## config.mk

```make
export PLATFORM = sky130hd
export DESIGN_NAME = wb_pipe_multi
export DESIGN_NICKNAME = d
export VERILOG_FILES = /design/src/rtl/wb_pipe_multi.sv
export SDC_FILE = /design/constraint.sdc
export NUM_CORES = 1
export LEC_CHECK = 0
export ABC_AREA = 1
export CAP_MARGIN = 20
export CORE_ASPECT_RATIO = 0.6
export CORE_MARGIN = 2
export CORE_UTILIZATION = 30
export DETAILED_ROUTE_END_ITERATION = 8
export GPL_ROUTABILITY_DRIVEN = 0
export PLACE_DENSITY = 0.55
export SETUP_SLACK_MARGIN = 0.2
export SYNTH_ARGS = -nofsm -noshare
export SYNTH_HDL_FRONTEND = slang
export SYNTH_SLANG_ARGS = --single-unit
```

## constraint.sdc

```tcl
create_clock -name clk -period 4.1 [get_ports clk]
set_input_delay 1.025 -clock clk [delete_from_list [all_inputs] [get_ports clk]]
set_output_delay 1.025 -clock clk [all_outputs]
set_load 0.02 [all_outputs]
```

## src/rtl/wb_pipe_multi.sv

```systemverilog
// wb_pipe_multi: multi-channel, multi-stage MEM->WB write-back pipeline register.
//
// Carries NCH register-write channels through STAGES delay stages between the
// memory stage and the register file.
//
// Ports
//   clk          clock, rising edge
//   rst          asynchronous active-low reset
//   stall        pipeline stall vector (only ME_IDX and WB_IDX are used)
//   flush        synchronous clear of every stage, overrides stall
//   me_w_*       per-channel write requests from the memory stage
//   wb_w_*       per-channel writes leaving the final stage
//   fwd_r_addr   forwarding query address
//   fwd_hit      query matched an in-flight write
//   fwd_data     forwarded data, zero on a miss
//   inflight     number of valid entries across all stages (registered)
//
// Channel c of every packed bus sits at [c*W +: W].

module wb_pipe_multi #(
    parameter int DATA_W  = 32,
    parameter int ADDR_W  = 5,
    parameter int NCH     = 2,
    parameter int STAGES  = 2,
    parameter int STALL_W = 6,
    parameter int ME_IDX  = 4,
    parameter int WB_IDX  = 5,
    parameter int CNT_W   = 4
) (
    input  logic                  clk,
    input  logic                  rst,
    input  logic [STALL_W-1:0]    stall,
    input  logic                  flush,
    input  logic [NCH-1:0]        me_w_enable,
    input  logic [NCH*ADDR_W-1:0] me_w_addr,
    input  logic [NCH*DATA_W-1:0] me_w_data,
    output logic [NCH-1:0]        wb_w_enable,
    output logic [NCH*ADDR_W-1:0] wb_w_addr,
    output logic [NCH*DATA_W-1:0] wb_w_data,
    input  logic [ADDR_W-1:0]     fwd_r_addr,
    output logic                  fwd_hit,
    output logic [DATA_W-1:0]     fwd_data,
    output logic [CNT_W-1:0]      inflight
);

    // Stage 0 is the youngest; stage STAGES-1 drives the wb_* outputs.
    logic [STAGES-1:0][NCH-1:0]             en_q,   en_d;
    logic [STAGES-1:0][NCH-1:0][ADDR_W-1:0] addr_q, addr_d;
    logic [STAGES-1:0][NCH-1:0][DATA_W-1:0] data_q, data_d;
    logic [CNT_W-1:0]                       inflight_q, inflight_d;

    logic [NCH-1:0][ADDR_W-1:0] me_addr_v;
    logic [NCH-1:0]             cap_en;

    // Only two stall bits matter here; the rest of the vector is folded away.
    logic unused_stall;
    assign unused_stall = ^stall;

    assign me_addr_v = me_w_addr;

    // Capture filter: x0 writes never become valid, and when two channels
    // target the same register in one cycle the higher index wins, matching
    // program order within a dual-issue bundle.
    always_comb begin
        cap_en = '0;
        for (int c = 0; c < NCH; c++) begin
            cap_en[c] = me_w_enable[c] && (me_addr_v[c] != '0);
            for (int j = c + 1; j < NCH; j++) begin
                if (me_w_enable[j] && (me_addr_v[j] == me_addr_v[c])) begin
                    cap_en[c] = 1'b0;
                end
            end
        end
    end

    always_comb begin
        en_d   = en_q;
        addr_d = addr_q;
        data_d = data_q;

        if (flush) begin
            en_d   = '0;
            addr_d = '0;
            data_d = '0;
        end else if (!stall[WB_IDX]) begin
            for (int s = 1; s < STAGES; s++) begin
                en_d[s]   = en_q[s-1];
                addr_d[s] = addr_q[s-1];
                data_d[s] = data_q[s-1];
            end
            if (stall[ME_IDX]) begin
                en_d[0]   = '0;
                addr_d[0] = '0;
                data_d[0] = '0;
            end else begin
                en_d[0]   = cap_en;
                addr_d[0] = me_w_addr;
                data_d[0] = me_w_data;
            end
        end

        inflight_d = '0;
        for (int s = 0; s < STAGES; s++) begin
            for (int c = 0; c < NCH; c++) begin
                inflight_d = inflight_d + CNT_W'(en_d[s][c]);
            end
        end
    end

    always_ff @(posedge clk or negedge rst) begin
        if (!rst) begin
            en_q       <= '0;
            addr_q     <= '0;
            data_q     <= '0;
            inflight_q <= '0;
        end else begin
            en_q       <= en_d;
            addr_q     <= addr_d;
            data_q     <= data_d;
            inflight_q <= inflight_d;
        end
    end

    // Forwarding: scan oldest-to-youngest and low-to-high channel so the last
    // match written (youngest stage, highest channel) takes priority.
    always_comb begin
        fwd_hit  = 1'b0;
        fwd_data = '0;
        for (int s = STAGES - 1; s >= 0; s--) begin
            for (int c = 0; c < NCH; c++) begin
                if (en_q[s][c] && (addr_q[s][c] == fwd_r_addr)) begin
                    fwd_hit  = 1'b1;
                    fwd_data = data_q[s][c];
                end
            end
        end
        if (fwd_r_addr == '0) begin
            fwd_hit  = 1'b0;
            fwd_data = '0;
        end
    end

    assign wb_w_enable = en_q[STAGES-1];
    assign wb_w_addr   = addr_q[STAGES-1];
    assign wb_w_data   = data_q[STAGES-1];
    assign inflight    = inflight_q;

endmodule

```

; After elaboration in Yosys (flattened, before gate mapping)
; Cells that the tools add are included.
; W data, S select, Z words.
[word_totals]
word_cells = 50
latch_bits = 0
input_bits = 90
ram_bits = 0
n_memories = 0
ff_bits = 156
romBits = 0
[classes]
multipliers = 0
n_mux = 20
eq_ne = 6
n_addsub = 3
shifts = 0
order_cmp = 0
n_bitwise = 0
div_mod_pow = 0
reduce_logical = 10
[op_table]
columns = operator, n
row1 = $mux W128, 2
row2 = $mux W32, 5
row3 = $mux W64, 1
row4 = $mux W20, 2
row5 = $eq A5 B5 Y1, 5
row6 = $mux W10, 1
row7 = $reduce_bool A5 Y1, 2
row8 = $mux W4, 2
row9 = $logic_and A1 B1 Y1, 7
row10 = $mux W1, 6
row11 = $logic_not A5 Y1, 1
row12 = $add A3 B1 Y4, 1
row13 = $add A2 B1 Y3, 1
row14 = $add A1 B1 Y2, 1
row15 = $mux W2, 1
row16 = $ne A2 B1 Y1 const B, 1

; Depth between registers and ports, before layout
[logic_depth]
word_depth = 9
depth_mapped = 11
depth_no_buf = 10

; Least setup slack after synthesis
; No wires, ideal clock.
[synth_timing]
kind = in2out
from = input port fwd_r_addr[4]
to = output port fwd_data[0]
stages = 10
setup_slack_ps = 745
arrival_time_ps = 2330
required_time_ps = 3075
path_buffers = 2
cell_sequence = buf_4 -> inv_2 -> nand2_1 -> nand2_1 -> nor2_4 -> nand3_4 -> a21oi_4 -> buf_6 -> nand2_1 -> a21oi_1
[synth_via]
elab_chain_len = 7
elab_cells_between_ends = 14
[synth_lines]
columns = element, line
row1 = "start, declared", 40  ; input logic [ADDR_W-1:0] fwd_r_addr,
row2 = $eq A5 B5 Y1, 131  ; if (en_q[s][c] && (addr_q[s][c] == fwd_r_addr)) begin
row3 = $logic_and A1 B1 Y1, 131
row4 = $mux W32 (4 in a row), 131
row5 = $mux W32 *, 137  ; if (fwd_r_addr == '0) begin
row6 = "end, declared", 42  ; output logic [DATA_W-1:0] fwd_data,
; Every way passes the cells marked *; elsewhere a longest branch is shown, timed or not.

; Worst setup path after layout
[layout_timing]
from = input port fwd_r_addr[0]
to = output port fwd_data[7]
; Same word-level chain as after synthesis.

==> qor.txt <==
Synthesis Warnings: 0
IO Pins: 203
Initial Util: 30.7%
Via count: 7,520
Antenna Violating Nets Remaining: 0
Post-synth top area cell: dfrtp_1
Initial antenna violation count: 0
Unrepaired setup endpoints after global routing: no
Max Freq: 0.262 GHz
GR Util All Layers: 20.4%
Chip width: 217 µm
Unique masters post-synth: 31
Met3 Routed Length: 2.10 mm
Worst-skew pair later-pin latency: 0.43 ns
Top-count cell post-synth: nand2_1
Max layer used: met4
Clock transition at the registers of the reported paths: 0.06 ns
DP HPWL: 18.9 mm
Hold Vio Cnt, Final: 0
Post-synthesis sequential area ratio: 47.5%
Die Ht: 132 µm
Fin cells: 1,563
Number of flops mapped to enable cells by yosys: 0
Core Area: 26,600 µm²
WP data required: 3.07 ns
First-pass GRT wire length: 44.9 mm
Max-cap violations: 0
Async set-reset flop share out of synthesis: 100%
Die Area: 28,600 µm²
Clk_skew: 0.00658 ns
Antenna diodes: 0
Post-DR wirelength/cell: 18.2 µm
Top_reg_cell synth: dfrtp_1
Row count: 46
GR Overflow Total: 0
Hold buffer count at CTS: 0
Post-Syn Area: 8160 µm²
Seq cells post-synth: 155
Crit path DAT: 2.79 ns
Leak: 4.85 nW
Hold Crit Class: reg -> reg
Top cells by area, synth: dfrtp_1 (48%), nand2_1 (13%), o21ai_0 (9.9%)
Avg Cell Area, Syn: 7.69 µm²
Vias in the first global route: 7,697
Placed Area: 10,200 µm²
Synth cell count leaders: nand2_1 (275), o21ai_0 (162), dfrtp_1 (155), inv_1 (110), nor2_1 (86)
Max-slew headroom: 42.3%
Post-synth top area share: 47.5%
Htree depth: 4
DR WL met2: 12.2 mm
Largest net degree at the start of global routing: 76
Layout area overhead: 34.4%
Fin nets: 1,283
CTS buffer count: 17
IO buf count: 197
Routed vias/inst: 4.81
Kind of end point of the critical path: primary output
Peak VDD IR: 232 µV
Mapped Cells: 1,061
Met1 Wirelength: 14.0 mm
Crit path time final: 3.82 ns
DRT iter0 DRCs: 714
DRT Pass-1 Iters: 5
Final setup viols: 0
Critical-path maximum fanout: 9
Slew Viols, Final: 0
Max clock buf depth: 2
Hold_ws: 0.511 ns
Setup TNS: 0 ns
Mapped Nets: 1,154
Share of layout cells above drive strength 1: 12.6%
# clock sinks: 155
Status: finished clean
Pwr Density: 346 nW/µm²
CTS tree: done
Startpoint types: primary input
# placed instances: 1,522
WL final: 28.5 mm
# DRC: 0
Slew @ Worst Pin: 0.866 ns
Post-route cell area: 11,000 µm²
Clock Tree Root: clkbuf_16
Critical path type: in -> out
Tcrit/Tclk final: 93.1%
-- kinds of logic after synthesis --
| family | share of synthesized area [%] |
|---|---|
| other | 0.0459 |
| XOR/XNOR | 0.107 |
| buffers and inverters | 15.8 |
| adder cells (fa/ha/maj) | 0.552 |
| AO/OA/AOI/OAI | 14.9 |
| AND/OR/NAND/NOR | 21.0 |
| flip-flops | 47.5 |
-- stage by stage --
| step | util, % | total power (W) | setup slack (ns) |
|---|---|---|---|
| final | 41.2 | 0.00379 | 0.283 |
| after detailed placement | 38.5 | 0.00203 | -0.560 |
| after global routing | 41.2 | 0.00394 | 0.167 |
| after CTS | 41.1 | 0.00383 | 0.149 |
| after floorplan | - | 0.00180 | 0.745 |
| after global placement | 38.5 | 0.00203 | -0.530 |
-- power by group --
group          internal, W  switching, W  leakage (nW)
Sequential         0.00157     0.0000259          2.13
Combinational     0.000164      0.000237          2.40
Clock              0.00111      0.000679         0.316
-- layer usage --
metal  vias up  track usage (%)
met5         -                0
met2       264             30.4
met1      3662             29.9
li1       3577                -
met3        17             5.37
met4         0             3.88
-- repair_timing --
action | CTS | global route
endpoints found under the hold margin | 0 | 0
pin swaps | 4 | 4
gates cloned | 2 | 0
gates resized for setup | 143 | 35
buffers inserted | 6 | 1
endpoints found under the setup margin | 33 | 33
-- critical path, stage by stage --
cell and delay [ns]:
dlygate4sd2_1 0.27, buf_4 0.16, nand2_1 0.08, inv_1 0.06, nor2_2 0.12, nand3_2 0.12
a21oi_4 0.15, buf_6 0.12, bufbuf_16 0.27, nand2_1 0.07, a21oi_2 0.19, buf_6 0.14
-- flip-flops by register name (all words and copies together), names as in the netlist --
signal,cells
en_q,2
addr_q,10
wb_w_enable,2
wb_w_addr,10
wb_w_data,64
data_q,64
inflight,3
-- layout by cell type (no fill, tap or decap), drive strengths merged --
cell           Yosys  routed
bufbuf             0       1
nor2              91      91
xnor2              1       1
dfrtp            155     155
clkdlybuf4s15      0       2
ha                 2       2
nor3               3       3
fa                 1       1
clkbuf            31      23
a22oi              1       1
a31oi              1       1
o21a               3       3
nand3             11      11
conb               1       1
a21oi             38      38
buf              106      81
o22ai             25      25
inv              115     115
o21ai            163     163
bufinv             0       5
nand2            275     275
o311ai             1       1
clkinvlp           0       2
nand4             36      36
clkdlybuf4s50      0     158
clkinv             1       6
dlygate4sd2        0       2
-- final cells by class --
| type | instances | area (µm²) |
|---|---|---|
| multi-input cells | 653 | 3080 |
| repair buffers | 247 | 2480 |
| clock inverters | 12 | 194 |
| fillers | 2711 | 15600 |
| flip-flops and latches | 155 | 3880 |
| well taps | 360 | 450 |
| clock buffers | 20 | 457 |
| inverters | 116 | 435 |
-- final timing paths --
check                                     startpoint                         to  slack (ns)  cells after the start
hold / removal             wb_w_data[59]$_DFFE_PN0P_  wb_w_data[59]$_DFFE_PN0P_        0.51                      2
min in group asynchronous                        rst     data_q[23]$_DFFE_PN0P_        0.56                      1
setup reg to reg                   en_q[0]$_DFF_PN0_      inflight[1]$_DFF_PN0_        2.31                      5
hold reg to reg            wb_w_data[59]$_DFFE_PN0P_  wb_w_data[59]$_DFFE_PN0P_        0.51                      2
max in group asynchronous                        rst     data_q[35]$_DFFE_PN0P_        2.59                      2
setup / recovery                       fwd_r_addr[0]                fwd_data[7]        0.28                     12
No activity file was read; power rests on OpenSTA's default activity.
